## src/rtl/mips_cpu_harvard_core.sv

```systemverilog
// mips_cpu_harvard_core
// Single-cycle Harvard MIPS32 integer core with a branch delay slot.
// Executes one instruction per enabled rising edge from RESET_VECTOR. It halts
// (active=0) on the edge that loads PC=0, and stays halted until reset.
//
// Ports:
//   clk             system clock, all state updates on the rising edge
//   rst             asynchronous active-low reset
//   clk_enable      when low, all state holds and stores are suppressed
//   active          high while executing, low once halted
//   register_v0     live value of GPR $2
//   instr_address   current PC
//   instr_readdata  instruction at instr_address (combinational memory)
//   data_address    load/store byte address, GPR[rs] + sext(imm16)
//   data_write      store strobe, memory writes on the rising edge
//   data_read       load strobe
//   data_writedata  GPR[rt] for SW
//   data_readdata   word at data_address (combinational memory)
//
// Optional build macro MULT_DIV_EN adds the HI/LO registers and the
// MULT/MULTU/DIV/DIVU/MFHI/MFLO/MTHI/MTLO instructions.

module mips_cpu_harvard_core #(
    parameter logic [31:0] RESET_VECTOR = 32'hBFC00000
) (
    input  logic        clk,
    input  logic        rst,
    input  logic        clk_enable,
    output logic        active,
    output logic [31:0] register_v0,
    output logic [31:0] instr_address,
    input  logic [31:0] instr_readdata,
    output logic [31:0] data_address,
    output logic        data_write,
    output logic        data_read,
    output logic [31:0] data_writedata,
    input  logic [31:0] data_readdata
);

    localparam logic [5:0] OP_SPECIAL = 6'h00, OP_J = 6'h02, OP_JAL = 6'h03,
                           OP_BEQ = 6'h04, OP_BNE = 6'h05, OP_BLEZ = 6'h06,
                           OP_BGTZ = 6'h07, OP_ADDIU = 6'h09, OP_SLTI = 6'h0A,
                           OP_SLTIU = 6'h0B, OP_ANDI = 6'h0C, OP_ORI = 6'h0D,
                           OP_XORI = 6'h0E, OP_LUI = 6'h0F, OP_LW = 6'h23,
                           OP_SW = 6'h2B;

    localparam logic [5:0] F_SLL = 6'h00, F_SRL = 6'h02, F_SRA = 6'h03,
                           F_SLLV = 6'h04, F_SRLV = 6'h06, F_SRAV = 6'h07,
                           F_JR = 6'h08, F_JALR = 6'h09, F_ADDU = 6'h21,
                           F_SUBU = 6'h23, F_AND = 6'h24, F_OR = 6'h25,
                           F_XOR = 6'h26, F_NOR = 6'h27, F_SLT = 6'h2A,
                           F_SLTU = 6'h2B;
`ifdef MULT_DIV_EN
    localparam logic [5:0] F_MFHI = 6'h10, F_MTHI = 6'h11, F_MFLO = 6'h12,
                           F_MTLO = 6'h13, F_MULT = 6'h18, F_MULTU = 6'h19,
                           F_DIV = 6'h1A, F_DIVU = 6'h1B;
`endif

    logic [31:0] r_pc;
    logic [31:0] r_next_pc;   // PC of the instruction after the current one
    logic        r_active;
    logic [31:0] r_gpr [0:31];
`ifdef MULT_DIV_EN
    logic [31:0] r_hi, r_lo;
    logic [31:0] w_hi_next, w_lo_next;
`endif

    // Instruction fields
    logic [5:0]  w_op, w_funct;
    logic [4:0]  w_rs, w_rt, w_rd, w_shamt;
    logic [15:0] w_imm;
    logic [31:0] w_rs_val, w_rt_val, w_sext, w_zext;
    logic [31:0] w_pc_plus4, w_pc_plus8, w_br_target, w_j_target;

    assign w_op       = instr_readdata[31:26];
    assign w_rs       = instr_readdata[25:21];
    assign w_rt       = instr_readdata[20:16];
    assign w_rd       = instr_readdata[15:11];
    assign w_shamt    = instr_readdata[10:6];
    assign w_funct    = instr_readdata[5:0];
    assign w_imm      = instr_readdata[15:0];
    assign w_rs_val   = r_gpr[w_rs];
    assign w_rt_val   = r_gpr[w_rt];
    assign w_sext     = {{16{w_imm[15]}}, w_imm};
    assign w_zext     = {16'h0000, w_imm};
    assign w_pc_plus4 = r_pc + 32'd4;
    assign w_pc_plus8 = r_pc + 32'd8;
    assign w_br_target = w_pc_plus4 + {w_sext[29:0], 2'b00};
    assign w_j_target  = {w_pc_plus4[31:28], instr_readdata[25:0], 2'b00};

    // Decode / execute results
    logic        w_wr_en, w_taken, w_is_lw, w_is_sw;
    logic [4:0]  w_wr_addr;
    logic [31:0] w_wr_data, w_target;

    always_comb begin
        // NOTE: every output of this block gets a default first so no path
        // leaves a value unassigned, which would infer a latch.
        w_wr_en   = 1'b0;
        w_wr_addr = w_rd;
        w_wr_data = 32'h0;
        w_taken   = 1'b0;
        w_target  = w_br_target;
        w_is_lw   = 1'b0;
        w_is_sw   = 1'b0;
`ifdef MULT_DIV_EN
        w_hi_next = r_hi;
        w_lo_next = r_lo;
`endif
        case (w_op)
            OP_SPECIAL: begin
                w_wr_en = 1'b1;
                case (w_funct)
                    F_SLL:  w_wr_data = w_rt_val << w_shamt;
                    F_SRL:  w_wr_data = w_rt_val >> w_shamt;
                    F_SRA:  w_wr_data = $signed(w_rt_val) >>> w_shamt;
                    F_SLLV: w_wr_data = w_rt_val << w_rs_val[4:0];
                    F_SRLV: w_wr_data = w_rt_val >> w_rs_val[4:0];
                    F_SRAV: w_wr_data = $signed(w_rt_val) >>> w_rs_val[4:0];
                    F_ADDU: w_wr_data = w_rs_val + w_rt_val;
                    F_SUBU: w_wr_data = w_rs_val - w_rt_val;
                    F_AND:  w_wr_data = w_rs_val & w_rt_val;
                    F_OR:   w_wr_data = w_rs_val | w_rt_val;
                    F_XOR:  w_wr_data = w_rs_val ^ w_rt_val;
                    F_NOR:  w_wr_data = ~(w_rs_val | w_rt_val);
                    F_SLT:  w_wr_data = {31'h0, $signed(w_rs_val) < $signed(w_rt_val)};
                    F_SLTU: w_wr_data = {31'h0, w_rs_val < w_rt_val};
                    F_JR: begin
                        w_wr_en  = 1'b0;
                        w_taken  = 1'b1;
                        w_target = w_rs_val;
                    end
                    F_JALR: begin
                        w_taken   = 1'b1;
                        w_target  = w_rs_val;
                        w_wr_data = w_pc_plus8;
                    end
`ifdef MULT_DIV_EN
                    F_MFHI: w_wr_data = r_hi;
                    F_MFLO: w_wr_data = r_lo;
                    F_MTHI: begin w_wr_en = 1'b0; w_hi_next = w_rs_val; end
                    F_MTLO: begin w_wr_en = 1'b0; w_lo_next = w_rs_val; end
                    F_MULT: begin
                        w_wr_en = 1'b0;
                        {w_hi_next, w_lo_next} = $signed({{32{w_rs_val[31]}}, w_rs_val})
                                               * $signed({{32{w_rt_val[31]}}, w_rt_val});
                    end
                    F_MULTU: begin
                        w_wr_en = 1'b0;
                        {w_hi_next, w_lo_next} = {32'h0, w_rs_val} * {32'h0, w_rt_val};
                    end
                    F_DIV: begin
                        w_wr_en = 1'b0;
                        if (w_rt_val != 32'h0) begin
                            w_lo_next = $signed(w_rs_val) / $signed(w_rt_val);
                            w_hi_next = $signed(w_rs_val) % $signed(w_rt_val);
                        end
                    end
                    F_DIVU: begin
                        w_wr_en = 1'b0;
                        if (w_rt_val != 32'h0) begin
                            w_lo_next = w_rs_val / w_rt_val;
                            w_hi_next = w_rs_val % w_rt_val;
                        end
                    end
`endif
                    default: w_wr_en = 1'b0;
                endcase
            end
            OP_J:    begin w_taken = 1'b1; w_target = w_j_target; end
            OP_JAL: begin
                w_taken   = 1'b1;
                w_target  = w_j_target;
                w_wr_en   = 1'b1;
                w_wr_addr = 5'd31;
                w_wr_data = w_pc_plus8;
            end
            OP_BEQ:  w_taken = (w_rs_val == w_rt_val);
            OP_BNE:  w_taken = (w_rs_val != w_rt_val);
            OP_BLEZ: w_taken = ($signed(w_rs_val) <= 0);
            OP_BGTZ: w_taken = ($signed(w_rs_val) > 0);
            OP_ADDIU, OP_SLTI, OP_SLTIU, OP_ANDI, OP_ORI, OP_XORI, OP_LUI: begin
                w_wr_en   = 1'b1;
                w_wr_addr = w_rt;
                case (w_op)
                    OP_ADDIU: w_wr_data = w_rs_val + w_sext;
                    OP_SLTI:  w_wr_data = {31'h0, $signed(w_rs_val) < $signed(w_sext)};
                    OP_SLTIU: w_wr_data = {31'h0, w_rs_val < w_sext};
                    OP_ANDI:  w_wr_data = w_rs_val & w_zext;
                    OP_ORI:   w_wr_data = w_rs_val | w_zext;
                    OP_XORI:  w_wr_data = w_rs_val ^ w_zext;
                    default:  w_wr_data = {w_imm, 16'h0000};
                endcase
            end
            OP_LW: begin
                w_is_lw   = 1'b1;
                w_wr_en   = 1'b1;
                w_wr_addr = w_rt;
                w_wr_data = data_readdata;
            end
            OP_SW:   w_is_sw = 1'b1;
            default: ;
        endcase
    end

    always_ff @(posedge clk or negedge rst) begin
        if (!rst) begin
            r_pc      <= RESET_VECTOR;
            r_next_pc <= RESET_VECTOR + 32'd4;
            r_active  <= 1'b1;
            // NOTE: the register file is cleared on reset because software
            // and the checker rely on every GPR starting at zero.
            for (int i = 0; i < 32; i++) r_gpr[i] <= 32'h0;
`ifdef MULT_DIV_EN
            r_hi <= 32'h0;
            r_lo <= 32'h0;
`endif
        end else if (clk_enable && r_active) begin
            // The instruction after a branch (delay slot) is already queued in
            // r_next_pc; the branch outcome only redirects the one after it.
            r_pc      <= r_next_pc;
            r_next_pc <= w_taken ? w_target : r_next_pc + 32'd4;
            if (r_next_pc == 32'h0) r_active <= 1'b0;
            if (w_wr_en && w_wr_addr != 5'd0) r_gpr[w_wr_addr] <= w_wr_data;
`ifdef MULT_DIV_EN
            r_hi <= w_hi_next;
            r_lo <= w_lo_next;
`endif
        end
    end

    assign active         = r_active;
    assign register_v0    = r_gpr[2];
    assign instr_address  = r_pc;
    assign data_address   = w_rs_val + w_sext;
    assign data_writedata = w_rt_val;
    assign data_write     = rst & clk_enable & r_active & w_is_sw;
    assign data_read      = rst & r_active & w_is_lw;

endmodule

```

## config.mk

```make
export PLATFORM = sky130hd
export DESIGN_NAME = mips_cpu_harvard_core
export DESIGN_NICKNAME = d
export VERILOG_FILES = /design/src/rtl/mips_cpu_harvard_core.sv
export SDC_FILE = /design/constraint.sdc
export NUM_CORES = 2
export LEC_CHECK = 0
export BUFFER_PORTS_ARGS = -buffer_cell sky130_fd_sc_hd__buf_2
export CAP_MARGIN = 30
export CORE_MARGIN = 1.5
export CORE_UTILIZATION = 57
export CTS_BUF_LIST = sky130_fd_sc_hd__clkbuf_8 sky130_fd_sc_hd__clkbuf_16
export DETAILED_ROUTE_END_ITERATION = 10
export PLACE_DENSITY = 0.74
export SLEW_MARGIN = 20
export SYNTH_ARGS = -nofsm -noshare
export SYNTH_HDL_FRONTEND = slang
export SYNTH_SLANG_ARGS = --single-unit
```

## constraint.sdc

```tcl
create_clock -name clk -period 12.7 [get_ports clk]
set_input_delay 1.27 -clock clk [delete_from_list [all_inputs] [get_ports clk]]
set_output_delay 1.27 -clock clk [all_outputs]
set_load 0.005 [all_outputs]
```

==> impl_summary.md <==
Layout
The multi-input gate area in the final layout is 45670 um2. The filler cells instantiated in the layout total between 10k and 15k. The final standard cell area without fillers is 83180 um2. Registers take 27280 um2.

The share of post-route cells with drive strength above 1 is 23.98%. The number of nets in the layout is 7743. The area growth from synthesis to layout is 8.984%.

Setup path
The delay of the slowest cell on the worst path is 860 ps. Among all stages on the critical path, the largest delay is contributed by sky130_fd_sc_hd__buf_4. In this run the critical register-to-register path is captured at r_gpr[860]. STA classifies the critical path endpoint as a register. Data arrives at the worst endpoint at about 10000 ps. For the worst flop-to-flop path, the logic depth is 20. In this run the worst path has a maximum fanout of 79. The launching element type of the critical path is an input pin. The critical path is of the input pin to register type.

The worst setup slack for register-to-register paths is between 4000 and 5000 ps. In this run the critical register-to-register path is launched from r_gpr[5]. Traced cell by cell, the critical path runs through buf_8, buf_4, mux4_2, a22o_1, a221oi_1, nand3_2, inv_1, ha_1, nor4_1, o31ai_1, a31oi_1, o31ai_1, o31ai_1, buf_4, nor2b_1, nor4_1, a2111oi_0, mux2i_1, a41oi_1, a211oi_4, buf_4, o21ai_0. The data required time at the worst endpoint is roughly 13000 ps.

Timing
The slew at the pin closest to its max-slew limit is 1259 ps. The total setup violations reported at the end of the flow is 0. The setup slack after layout is 3352 ps. Setup repair after global routing left no endpoint under its margin. In this run the tightest slew margin relative to its limit is 16.10%. For the finished layout, the period the worst path requires is 9348 ps.

The worst hold slack after final layout is 398.6 ps. The final number of max-transition violations came to 0. For this run, the top clock speed supported by timing is roughly 110 MHz. The final critical path takes up 73.60% of the cycle. Setup total negative slack on the finished layout was measured at 0 ps. Clock skew on the completed layout was measured at 81.33 ps. The total count of hold-check failures in the final report is 0.

Clock network
The number of setup buffers added after CTS is 0. TritonCTS built the clock tree. The number of instances resized during post-cts repair is 0.

The number of clock buffers added by TritonCTS is 113. The CTS H-tree depth is 3. The insertion delay of the later-clocked pin in the worst-skew pair is around 770 ps. The number of hold buffers added after CTS was 0.

In this run the clock root is driven by a sky130_fd_sc_hd__clkbuf_16. The TritonCTS sink count is 1089. The clock passes through at most 3 buffers.

The clock input transition at the sequential cells of the worst setup and hold paths is 60 ps.

Synthesis
The fraction of registers with async set or reset after synthesis is 100.0%. The mapped cell area is 76320 um2. The number of enable-type register cells in the synthesized netlist is 0. The number of different library cells used by synthesis comes to roughly 110.

The per-instance average area after synthesis is 10.10 um2. When the netlist entered floorplanning its net count stood at 7861. For this run, the number of Yosys warnings is 0. Counting every instance in the synthesized netlist gives 7557.

In the synthesized netlist the dominant register cell turns out to be sky130_fd_sc_hd__dfrtp_1. The sequential-to-total area share from yosys stat is 35.74%. The synthesis-stage register bit count is 1089.

Worst hold path
The startpoint of the most critical hold path is r_gpr[1016]. The worst hold path endpoint is r_gpr[1016]. The hold path depth is 0.

The path category of the worst min-delay check is register to register.

Global routing
The first-pass GRT wire length is approximately 490 mm. Global routing consumed, on the met3 layer, about 15% of the routing resources. The fraction of met1 tracks used by global routing is 62.90%.

Global routing consumed, over all layers together, 50.74% of the routing resources. Global routing consumed, on the met2 layer, 72.57% of the routing resources. The pin count of the biggest net entering global routing is 161. The global routing stage identified its most utilized layer as met2. The number of antenna violations at the first check in global routing came to 9. Summed over all layers, the global routing overflow is 0. The via count of the first global-routing pass is ~67k.

Power
The portion of total power attributed to sequential cells is 42.2%. The share of total power dissipated in combinational logic is 15.6%. Of the total power, the clock network draws 42.1%. In this run the power density over the cells is between 90 and 100 nW/um2. Summed over all cells, the static leakage comes to between 30 and 40 nW. The net switching share of the total power is 29.08%.

Summing internal, switching and leakage power gives 8.216 mW. Cell internal power was estimated by the tool at just under 6 mW. The worst-case IR drop observed on VDD is 0.1361 mV. The analysis attributes to net switching a power of roughly 2.4 mW.

Place
Routability-driven placement finished with a final weighted congestion of 1.102. The worst slack at placement is 2985 ps. The post-detailed-placement half-perimeter wirelength is around 240 mm. The count of buffers added on input and output ports is between 150 and 200.

The total placed instance area is 78960 um2.

Status
The flow ran to the end, and the final reports show no timing, DRC or antenna violations.

Floorplan
The die is 368.9 um wide. After floorplanning, the core was divided into 134 placement rows. The starting density of the core is a little under three fifths. After floorplanning, the core was sized to cover 133100 um2.

The die area is 136100 um2. Measured along the y axis, the die boundary spans 368.9 um. During I/O placement, the number of pins put on the boundary was just under 200.

Detailed routing
After detailed routing, the total wire length is between 300 and 400 mm. After detailed routing, the average wire length per cell comes to between 30 and 40 um. Using the TritonRoute via totals, the vias-per-cell ratio works out to 7.540. The detailed-routing iteration count for the pre-antenna-repair pass is 9. In this run, the number of DRC markers left after iteration 0 of detailed routing was 10.55k. The number of remaining DRC errors is 0. In this run the remaining antenna-violating nets after routing total 0. The vias after detailed routing is about 70k.

Job
The tool flagged a number of max-cap violations equal to 0.
-- cell usage in the layout, fill, tap and decap left out, types with 115 or more instances in the layout --
master	n
sky130_fd_sc_hd__o21ai_0	549
sky130_fd_sc_hd__ha_1	233
sky130_fd_sc_hd__mux4_2	389
sky130_fd_sc_hd__buf_2	198
sky130_fd_sc_hd__dfrtp_1	1069
sky130_fd_sc_hd__nand2_1	838
sky130_fd_sc_hd__buf_4	262
sky130_fd_sc_hd__inv_1	170
sky130_fd_sc_hd__nor2_1	380
sky130_fd_sc_hd__a21oi_1	282
sky130_fd_sc_hd__mux2_2	553
sky130_fd_sc_hd__mux2i_1	470
sky130_fd_sc_hd__a22oi_1	304
sky130_fd_sc_hd__clkbuf_16	115
sky130_fd_sc_hd__nand3_1	157
-- how the worst max path moves through the flow --
stage | to | slack, ps | cells after the start | from
final | r_gpr[860] | 3350 | 22 | instr_readdata[17]
after global routing | r_gpr[636] | 3350 | 22 | instr_readdata[17]
after CTS | data_address[30] | 3730 | 21 | instr_readdata[23]
after detailed placement | register_v0[28] | 2990 | 22 | instr_readdata[17]
after global placement | r_gpr[284] | 2910 | 22 | instr_readdata[17]
after floorplan | r_gpr[124] | 5290 | 26 | instr_readdata[22]
-- worst max-delay path: cells and delay by family --
family,cells,cell delay [ps]
adders and majority gates,1,360
muxes,2,970
and+or+nand+nor,4,1680
AOI/OAI and AO/OA,10,3140
buffers and inverters,5,2340
-- power groups by stage --
stage | Sequential (mW) | Clock (mW) | Combinational (mW)
3_3_place_gp | 3.53 | 0 | 1.21
6_report | 3.47 | 3.46 | 1.28
2_1_floorplan | 3.53 | 0 | 0.685
4_1_cts | 3.47 | 3.47 | 1.21
5_1_grt | 3.47 | 3.60 | 1.31
3_5_place_dp | 3.53 | 0 | 1.21
-- flip-flops by register name, summed over array words and instances (netlist names) --
name	cells
instr_address	32
r_next_pc	32
register_v0	32
r_gpr	992
active	1
-- cell families (layout without fill, tap and decap cells) --
logic type	Yosys count	after routing	synth area share (%)
AOI/OAI and AO/OA	1921	1921	16.38
xor gates and xnor gates	139	139	1.595
adders and majority gates	237	237	3.925
buffers and inverters	883	852	5.267
DFF	1089	1089	35.74
muxes	1435	1435	26.24
other	0	7	0
and+or+nand+nor	1853	1853	10.85
-- layout make-up --
cell class              instances  area share [%]
clock buffers                 133           3.758
multi-input cells            5585           54.91
flip-flops and latches       1089           32.79
inverters                     158          0.7160
well taps                    1768           2.660
repair buffers                492           4.254
clock inverters                69          0.8935
diodes                          7         0.02106
-- metrics by stage --
| step | cells | util [%] |
|---|---|---|
| after CTS | 9273 | 62.22 |
| after floorplan | 7557 | - |
| final | 9301 | 62.48 |
| after detailed placement | 9071 | 59.32 |
| after global placement | 9059 | 59.18 |
| after global routing | 9296 | 62.47 |
-- cell usage after synthesis (80+ instances only) --
cell type | instances | area (um2)
sky130_fd_sc_hd__ha_1 | 233 | 2915
sky130_fd_sc_hd__buf_2 | 118 | 590.6
sky130_fd_sc_hd__nor3_1 | 91 | 455.4
sky130_fd_sc_hd__o21ai_0 | 552 | 2763
sky130_fd_sc_hd__inv_1 | 143 | 536.8
sky130_fd_sc_hd__o21ai_1 | 90 | 450.4
sky130_fd_sc_hd__xnor2_1 | 97 | 849.6
sky130_fd_sc_hd__nand3_1 | 163 | 815.8
sky130_fd_sc_hd__a22oi_1 | 304 | 2282
sky130_fd_sc_hd__mux2_2 | 553 | 6227
sky130_fd_sc_hd__o211ai_1 | 80 | 600.6
sky130_fd_sc_hd__nor2_1 | 413 | 1550
sky130_fd_sc_hd__mux2i_1 | 472 | 4725
sky130_fd_sc_hd__dfrtp_1 | 1069 | 26750
sky130_fd_sc_hd__clkbuf_1 | 448 | 1682
sky130_fd_sc_hd__mux4_2 | 389 | 8761
sky130_fd_sc_hd__a21oi_1 | 288 | 1441
sky130_fd_sc_hd__nand2_1 | 844 | 3168
-- layer usage --
layer | wire, um | up-vias
met5 | 12 | -
met2 | 148100 | 5733
met3 | 44170 | 1644
li1 | - | 27980
met1 | 122600 | 34770
met4 | 36460 | 2
Note: power is estimated with default switching activity, not from simulation.
